**src/rtl/timed_overlay_if.sv**
```systemverilog
`default_nettype none
// ============================================================================
// Module      : timed_overlay_if
// Description : Control, geometry and pixel-plot signals of the timed overlay.
// Revision    : 1.0 - initial release
// ============================================================================
interface timed_overlay_if #(
    parameter int X_W = 9,
    parameter int Y_W = 8,
    parameter int C_W = 3
);
    logic           start;
    logic           abort;
    logic           frame_tick;
    logic [X_W-1:0] ax;
    logic [X_W-1:0] bx;
    logic [Y_W-1:0] ay;
    logic [Y_W-1:0] by;
    logic [C_W-1:0] color_in;
    logic [X_W-1:0] x_out;
    logic [Y_W-1:0] y_out;
    logic [C_W-1:0] color_out;
    logic           plot_out;
    logic           done;
    logic           busy;

    modport master (
        output start, abort, frame_tick, ax, bx, ay, by, color_in,
        input  x_out, y_out, color_out, plot_out, done, busy
    );

    modport slave (
        input  start, abort, frame_tick, ax, bx, ay, by, color_in,
        output x_out, y_out, color_out, plot_out, done, busy
    );
endinterface
`default_nettype wire

```
**src/rtl/timed_overlay.sv**
```systemverilog
`default_nettype none
// ============================================================================
// Module      : timed_overlay
// Description : Draws a filled rectangle, holds it for a number of frame
//               ticks, optionally erases it, then pulses done.
// Revision    : 1.0 - initial release
// ============================================================================
module timed_overlay #(
    parameter int X_W         = 9,
    parameter int Y_W         = 8,
    parameter int C_W         = 3,
    parameter int HOLD_FRAMES = 30,
    parameter int CNT_W       = 5,
    parameter bit ERASE_EN    = 1'b1,
    parameter int ERASE_COLOR = 0
) (
    input  wire logic      clk,
    input  wire logic      reset_n,
    timed_overlay_if.slave bus
);

    localparam logic [2:0] c_st_idle  = 3'd0;
    localparam logic [2:0] c_st_draw  = 3'd1;
    localparam logic [2:0] c_st_hold  = 3'd2;
    localparam logic [2:0] c_st_erase = 3'd3;
    localparam logic [2:0] c_st_done  = 3'd4;

    localparam logic [CNT_W-1:0] c_hold_last   = CNT_W'(HOLD_FRAMES);
    localparam logic [C_W-1:0]   c_erase_color = C_W'(ERASE_COLOR);
    localparam bit               c_has_hold    = (HOLD_FRAMES != 0);

    logic [2:0]       r_state,  w_state_nxt;
    logic [X_W-1:0]   r_sx,     w_sx_nxt;
    logic [Y_W-1:0]   r_sy,     w_sy_nxt;
    logic [X_W-1:0]   r_xmin,   w_xmin_nxt;
    logic [X_W-1:0]   r_xmax,   w_xmax_nxt;
    logic [Y_W-1:0]   r_ymin,   w_ymin_nxt;
    logic [Y_W-1:0]   r_ymax,   w_ymax_nxt;
    logic [C_W-1:0]   r_color,  w_color_nxt;
    logic [CNT_W-1:0] r_cnt,    w_cnt_nxt;

    logic [X_W-1:0]   r_x_out,     w_x_out_nxt;
    logic [Y_W-1:0]   r_y_out,     w_y_out_nxt;
    logic [C_W-1:0]   r_color_out, w_color_out_nxt;
    logic             r_plot,      w_plot_nxt;
    logic             r_done,      w_done_nxt;
    logic             r_busy,      w_busy_nxt;

    logic             w_last;
    logic             w_abort;
    logic             w_scanning;
    logic [X_W-1:0]   w_adv_x;
    logic [Y_W-1:0]   w_adv_y;
    logic [CNT_W-1:0] w_cnt_inc;

    // Last pixel is detected before incrementing, so all-ones corners never wrap
    assign w_last     = (r_sx == r_xmax) && (r_sy == r_ymax);
    assign w_adv_x    = (r_sx == r_xmax) ? r_xmin : (r_sx + X_W'(1));
    assign w_adv_y    = (r_sx == r_xmax) ? (r_sy + Y_W'(1)) : r_sy;
    assign w_cnt_inc  = r_cnt + CNT_W'(1);
    assign w_abort    = bus.abort && (r_state != c_st_idle);
    assign w_scanning = (r_state == c_st_draw) || (r_state == c_st_erase);

    always_ff @(posedge clk or negedge reset_n) begin
        if (!reset_n) begin
            r_state     <= c_st_idle;
            r_sx        <= '0;
            r_sy        <= '0;
            r_xmin      <= '0;
            r_xmax      <= '0;
            r_ymin      <= '0;
            r_ymax      <= '0;
            r_color     <= '0;
            r_cnt       <= '0;
            r_x_out     <= '0;
            r_y_out     <= '0;
            r_color_out <= '0;
            r_plot      <= 1'b0;
            r_done      <= 1'b0;
            r_busy      <= 1'b0;
        end else begin
            r_state     <= w_state_nxt;
            r_sx        <= w_sx_nxt;
            r_sy        <= w_sy_nxt;
            r_xmin      <= w_xmin_nxt;
            r_xmax      <= w_xmax_nxt;
            r_ymin      <= w_ymin_nxt;
            r_ymax      <= w_ymax_nxt;
            r_color     <= w_color_nxt;
            r_cnt       <= w_cnt_nxt;
            r_x_out     <= w_x_out_nxt;
            r_y_out     <= w_y_out_nxt;
            r_color_out <= w_color_out_nxt;
            r_plot      <= w_plot_nxt;
            r_done      <= w_done_nxt;
            r_busy      <= w_busy_nxt;
        end
    end

    always_comb begin
        w_state_nxt = r_state;
        w_sx_nxt    = r_sx;
        w_sy_nxt    = r_sy;
        w_xmin_nxt  = r_xmin;
        w_xmax_nxt  = r_xmax;
        w_ymin_nxt  = r_ymin;
        w_ymax_nxt  = r_ymax;
        w_color_nxt = r_color;
        w_cnt_nxt   = r_cnt;

        case (r_state)
            c_st_idle: begin
                if (bus.start) begin
                    w_xmin_nxt  = (bus.ax < bus.bx) ? bus.ax : bus.bx;
                    w_xmax_nxt  = (bus.ax < bus.bx) ? bus.bx : bus.ax;
                    w_ymin_nxt  = (bus.ay < bus.by) ? bus.ay : bus.by;
                    w_ymax_nxt  = (bus.ay < bus.by) ? bus.by : bus.ay;
                    w_color_nxt = bus.color_in;
                    w_sx_nxt    = w_xmin_nxt;
                    w_sy_nxt    = w_ymin_nxt;
                    w_state_nxt = c_st_draw;
                end
            end
            c_st_draw: begin
                if (!w_last) begin
                    w_sx_nxt = w_adv_x;
                    w_sy_nxt = w_adv_y;
                end else if (c_has_hold) begin
                    w_cnt_nxt   = '0;
                    w_state_nxt = c_st_hold;
                end else if (ERASE_EN) begin
                    w_sx_nxt    = r_xmin;
                    w_sy_nxt    = r_ymin;
                    w_state_nxt = c_st_erase;
                end else begin
                    w_state_nxt = c_st_done;
                end
            end
            c_st_hold: begin
                if (bus.frame_tick) begin
                    if (w_cnt_inc == c_hold_last) begin
                        if (ERASE_EN) begin
                            w_sx_nxt    = r_xmin;
                            w_sy_nxt    = r_ymin;
                            w_state_nxt = c_st_erase;
                        end else begin
                            w_state_nxt = c_st_done;
                        end
                    end else begin
                        w_cnt_nxt = w_cnt_inc;
                    end
                end
            end
            c_st_erase: begin
                if (!w_last) begin
                    w_sx_nxt = w_adv_x;
                    w_sy_nxt = w_adv_y;
                end else begin
                    w_state_nxt = c_st_done;
                end
            end
            c_st_done: w_state_nxt = c_st_idle;
            default:   w_state_nxt = c_st_idle;
        endcase

        if (w_abort) begin
            w_state_nxt = c_st_idle;
        end
    end

    // Outputs are a registered view of the current state; abort silences them at once
    always_comb begin
        w_x_out_nxt     = r_x_out;
        w_y_out_nxt     = r_y_out;
        w_color_out_nxt = r_color_out;
        w_plot_nxt      = w_scanning && !w_abort;
        w_done_nxt      = (r_state == c_st_done) && !w_abort;
        w_busy_nxt      = (r_state != c_st_idle) && !w_abort;
        if (w_scanning) begin
            w_x_out_nxt     = r_sx;
            w_y_out_nxt     = r_sy;
            w_color_out_nxt = (r_state == c_st_erase) ? c_erase_color : r_color;
        end
    end

    assign bus.x_out     = r_x_out;
    assign bus.y_out     = r_y_out;
    assign bus.color_out = r_color_out;
    assign bus.plot_out  = r_plot;
    assign bus.done      = r_done;
    assign bus.busy      = r_busy;

endmodule
`default_nettype wire

```
**src/flat_wrapper.sv**
```systemverilog
// flat-port wrapper written by rule: the top's interface ports become plain ports
module timed_overlay_flat 
#(
    parameter int X_W         = 9,
    parameter int Y_W         = 8,
    parameter int C_W         = 3,
    parameter int HOLD_FRAMES = 30,
    parameter int CNT_W       = 5,
    parameter bit ERASE_EN    = 1'b1,
    parameter int ERASE_COLOR = 0
)
  (clk, reset_n, bus_start, bus_abort, bus_frame_tick, bus_ax, bus_bx, bus_ay, bus_by, bus_color_in, bus_x_out, bus_y_out, bus_color_out, bus_plot_out, bus_done, bus_busy);
  timed_overlay_if #(.X_W(X_W), .Y_W(Y_W), .C_W(C_W)) bus_i ();
  input  wire logic clk;
  input  wire logic reset_n;
  input wire logic [$bits(bus_i.start)-1:0] bus_start;
  input wire logic [$bits(bus_i.abort)-1:0] bus_abort;
  input wire logic [$bits(bus_i.frame_tick)-1:0] bus_frame_tick;
  input wire logic [$bits(bus_i.ax)-1:0] bus_ax;
  input wire logic [$bits(bus_i.bx)-1:0] bus_bx;
  input wire logic [$bits(bus_i.ay)-1:0] bus_ay;
  input wire logic [$bits(bus_i.by)-1:0] bus_by;
  input wire logic [$bits(bus_i.color_in)-1:0] bus_color_in;
  output wire logic [$bits(bus_i.x_out)-1:0] bus_x_out;
  output wire logic [$bits(bus_i.y_out)-1:0] bus_y_out;
  output wire logic [$bits(bus_i.color_out)-1:0] bus_color_out;
  output wire logic [$bits(bus_i.plot_out)-1:0] bus_plot_out;
  output wire logic [$bits(bus_i.done)-1:0] bus_done;
  output wire logic [$bits(bus_i.busy)-1:0] bus_busy;
  assign bus_i.start = bus_start;
  assign bus_i.abort = bus_abort;
  assign bus_i.frame_tick = bus_frame_tick;
  assign bus_i.ax = bus_ax;
  assign bus_i.bx = bus_bx;
  assign bus_i.ay = bus_ay;
  assign bus_i.by = bus_by;
  assign bus_i.color_in = bus_color_in;
  assign bus_x_out = bus_i.x_out;
  assign bus_y_out = bus_i.y_out;
  assign bus_color_out = bus_i.color_out;
  assign bus_plot_out = bus_i.plot_out;
  assign bus_done = bus_i.done;
  assign bus_busy = bus_i.busy;
  timed_overlay #(.X_W(X_W), .Y_W(Y_W), .C_W(C_W), .HOLD_FRAMES(HOLD_FRAMES), .CNT_W(CNT_W), .ERASE_EN(ERASE_EN), .ERASE_COLOR(ERASE_COLOR)) u_core (.clk(clk), .reset_n(reset_n), .bus(bus_i));
endmodule
```
**config.mk**
```make
export PLATFORM = sky130hd
export DESIGN_NAME = timed_overlay_flat
export DESIGN_NICKNAME = d
export VERILOG_FILES = /design/src/rtl/timed_overlay_if.sv /design/src/rtl/timed_overlay.sv /design/src/flat_wrapper.sv
export SDC_FILE = /design/constraint.sdc
export NUM_CORES = 1
export LEC_CHECK = 0
export BUFFER_PORTS_ARGS = -buffer_cell sky130_fd_sc_hd__buf_2
export CELL_PAD_IN_SITES_DETAIL_PLACEMENT = 1
export CELL_PAD_IN_SITES_GLOBAL_PLACEMENT = 1
export CORE_ASPECT_RATIO = 1.2
export CORE_UTILIZATION = 35
export CTS_CLUSTER_SIZE = 20
export DETAILED_ROUTE_END_ITERATION = 10
export PLACE_DENSITY_LB_ADDON = 0.2
export SETUP_SLACK_MARGIN = 0.4
export SLEW_MARGIN = 10
export SYNTH_ARGS = -nofsm -noshare
export SYNTH_HDL_FRONTEND = slang
export SYNTH_SLANG_ARGS = --single-unit
```
**constraint.sdc**
```tcl
create_clock -name clk -period 2 [get_ports clk]
set_input_delay 0 -clock clk [delete_from_list [all_inputs] [get_ports clk]]
set_output_delay 0 -clock clk [all_outputs]
set_load 0.02 [all_outputs]
```
==> results.sh <==
export IMPL_hold_depth=3
export IMPL_ys_warn_count=0
export IMPL_hold_worst_slack_ns=-0.0003891
export IMPL_start_kind="flop"
export IMPL_place_hpwl_um=9801
export IMPL_path_class="reg -> reg"
export IMPL_fillCellCount=1438
export IMPL_status="complete, but fails checks"
export IMPL_multiInputGateArea_mm2=0.002867
export IMPL_reg2reg_depth=9
export IMPL_failed_checks="negative hold slack, negative setup slack"
export IMPL_start_util_pct=35.95
export IMPL_die_area_mm2=0.01407
export IMPL_yosys_top_cells_area="dfrtp_1 (45%), mux2_2 (9.5%), mux2i_1 (5.7%)"
export IMPL_synth_edf_count=0
export IMPL_synth_top_area_share_pct=44.69
export IMPL_ctsLongestPathBuffers=2
export IMPL_fin_crit_sh_pct=104.9
export IMPL_maxCapViolCount=0
export IMPL_vias_per_cell=5.234
export IMPL_synth_common_cells="dfrtp_1 (85), mux2_2 (40), nor2_1 (40)"
export IMPL_ys_dominant_reg_cell="dfrtp_1"
export IMPL_synth_async_reset_ratio_pct=100.0
export IMPL_rrSetupSlack_ns=-0.1
export IMPL_placeableCoreArea_mm2=0.01324
export IMPL_fin_crit_ns=2.099
export IMPL_critical_path_max_stage_delay_ns=0.40
export IMPL_area_growth_pct=51.45
export IMPL_finalSetupViolCount=15
export IMPL_syn_nets=519
export IMPL_firstDrtPassIters=4
export IMPL_cts_buffers=9
export IMPL_rows=46
export IMPL_place_area_mm2=0.005872
export IMPL_relSlewSlack_pct=61.97
export IMPL_cts_tree="yes"
export IMPL_root_buffer="clkbuf_16"
export IMPL_worst_r2r_startpoint="u_core.r_sy[2]"
export IMPL_place_gp_congestion=0.8344
export IMPL_yosys_cell_types_count=56
export IMPL_worstHoldStart="bus_by[7]"
export IMPL_fin_nets=688
export IMPL_grt_overflow_total=0
export IMPL_netlist_instances=458
export IMPL_synth_seq_area_share_pct=44.69
export IMPL_track_usage_pct=22.51
export IMPL_critPathSlowestCell="dfrtp_1"
export IMPL_power_total_mw=6.736
export IMPL_layout_drive_gt1_share_pct=45.57
export IMPL_final_area_mm2=0.007208
export IMPL_grt_pass1_wl_um=23670
export IMPL_clock_fmax_ghz=0.4765
export IMPL_wl_per_cell_um=19.37
export IMPL_routed_wl_um=15500
export IMPL_leakage_nw=3.362
export IMPL_rr_endpoint="u_core.r_sx[4]"
export IMPL_ir_worst_vdd_uv=682.3
export IMPL_grt_pass1_vias=4497
export IMPL_synthMostInstantiatedCell="dfrtp_1"
export IMPL_slew_violations=0
export IMPL_skew_ns=0.006170
export IMPL_cp_end_kind="flop"
export IMPL_tightestPinTransition_ns=0.5704
export IMPL_synth_seq_cells=85
export IMPL_yosysTopAreaCell="dfrtp_1"
export IMPL_drc=0
export IMPL_hold_path_end="u_core.r_ymax[7]"
export IMPL_worstPathArrival_ns=2.32
export IMPL_cts_sinks=85
export IMPL_port_buffer_count=64
export IMPL_cpMostUsedCell="buf_6"
export IMPL_grt_antenna_before_repair=0
export IMPL_clock_latency_ns=0.35
export IMPL_path_cells="xor2_1, nor4_2, buf_4, nand2_4, o311ai_4, buf_6, buf_6, buf_16, o22ai_2"
export IMPL_dr_total_vias=4187
export IMPL_die_h_um=129.7
export IMPL_ant_nets=0
export IMPL_path_delay_family="buffers and inverters"
export IMPL_cts_reportedPaths_clkPinSlew_ns=0.06
export IMPL_synth_avg_cell_area_um2=10.39
export IMPL_cp_max_fo=5
export IMPL_worstPathBufferInverterCount=4
export IMPL_n_antenna_cell=0
export IMPL_ff_latch_area_mm2=0.002128
export IMPL_power_density_mw_per_mm2=934.5
export IMPL_fin_tns_setup_ns=-0.7562
export IMPL_die_w_um=108.5
export IMPL_first_iter_violations=138
export IMPL_final_hold_viol_count=1
export IMPL_ios=65
export IMPL_rsz0062_at_grt="yes"
export IMPL_hold_class="in -> reg"
export IMPL_setup_slack_ns=-0.09873
export IMPL_worstPathRequired_ns=2.22
export IMPL_grt_max_degree=44
export IMPL_htree_levels=3
export IMPL_syn_area_mm2=0.004760
-- cell families (layout without fill, tap and decap cells) --
family	count (synthesis)	after routing	synth area share, %
multiplexers	67	67	15.14
AND/OR/NAND/NOR	113	113	11.36
AO/OA/AOI/OAI	101	101	14.51
adder cells (fa/ha/maj)	19	19	4.995
XOR/XNOR	27	27	4.969
flip-flops	85	85	44.69
buffers and inverters	46	220	4.337
-- metal layers --
metal | global-route usage (%) | part of all wire (%) | vias to the layer above
met3 | 3.996 | 3.0 | 25
met1 | 25.92 | 40 | 2099
li1 | - | - | 1979
met5 | 0 | 0 | -
met2 | 41.14 | 54 | 84
met4 | 8.665 | 2.5 | 0
-- sequential cells by signal (all words and copies together), names as in the netlist --
name and flops:
u_core.r_color 3, u_core.bus.done 1, u_core.bus.x_out 9, u_core.r_ymin 8, u_core.bus.busy 1, u_core.bus.plot_out 1
u_core.r_sx 9, u_core.r_sy 8, u_core.bus.color_out 3, u_core.r_state 3, u_core.r_xmin 9, u_core.r_cnt 5
u_core.r_xmax 9, u_core.r_ymax 8, u_core.bus.y_out 8
-- final cells by class --
cell class                      count  area share (%)
Timing Repair Buffer              180           22.43
Sequential cell                    85           29.53
Clock buffer                       13           3.749
Inverter                           24           1.354
Clock inverter                      3          0.2604
Tap cell                          168           2.916
Multi-Input combinational cell    327           39.77
-- how the worst max path moves through the flow --
| stage | slack [ns] | to | from | depth (start not counted) |
|---|---|---|---|---|
| 6_report | -0.1 | u_core.r_sx[4] | u_core.r_sy[2] | 9 |
| 3_5_place_dp | -0.19 | u_core.r_sx[2] | bus_ax[4] | 9 |
| 4_1_cts | -0.02 | u_core.r_cnt[2] | u_core.r_xmax[1] | 7 |
| 5_1_grt | -0.21 | u_core.r_sx[4] | u_core.r_sy[2] | 9 |
| 2_1_floorplan | -0.03 | u_core.r_sx[2] | bus_ax[4] | 7 |
| 3_3_place_gp | -0.08 | u_core.r_sx[7] | bus_bx[4] | 10 |
-- worst register-to-register path, stage by stage, from the launching register on --
cell	delay [ns]
dfrtp_1	0.40
xor2_1	0.18
nor4_2	0.37
buf_4	0.19
nand2_4	0.07
o311ai_4	0.26
buf_6	0.17
buf_6	0.13
buf_16	0.13
o22ai_2	0.08
-- report_power, final --
| part | switching (mW) | internal (mW) |
|---|---|---|
| logic | 1.33 | 1.30 |
| registers | 0.308 | 2.14 |
| clock network | 0.710 | 0.943 |
| total | 2.35 | 4.39 |
-- through the flow --
stage,setup slack (ns),std cells,utilization [%]
after global routing,-0.2125,800,54.45
after floorplan,-0.02728,458,-
final,-0.09873,800,54.45
after CTS,-0.01854,783,51.00
after detailed placement,-0.1855,729,44.36
after global placement,-0.07986,729,44.36
-- cell usage in the layout, fill, tap and decap left out, drive strengths merged, types with 3 or more instances in the layout --
| master | instances |
|---|---|
| a21oi | 38 |
| nor3 | 6 |
| mux2i | 27 |
| xnor2 | 3 |
| o22ai | 3 |
| a211oi | 3 |
| nand2 | 32 |
| buf | 159 |
| clkinv | 3 |
| nor2 | 40 |
| ha | 19 |
| xor2 | 24 |
| dlygate4sd3 | 18 |
| dfrtp | 85 |
| mux2 | 40 |
| a221oi | 4 |
| clkbuf | 16 |
| a222oi | 7 |
| o21ai | 29 |
| nand3 | 15 |
| nand4 | 3 |
| inv | 24 |
| nor2b | 3 |
| o211ai | 3 |
| nor4 | 4 |
-- timing repair --
action | CTS | global route
pin swaps | 9 | 25
gates resized for setup | 28 | 72
hold buffers | 18 | 0
setup buffers | 14 | 14
endpoints found under the hold margin | 57 | 0
endpoints found under the setup margin | 37 | 61
cloned | 6 | 3
Power figures use the tool's default switching activity.
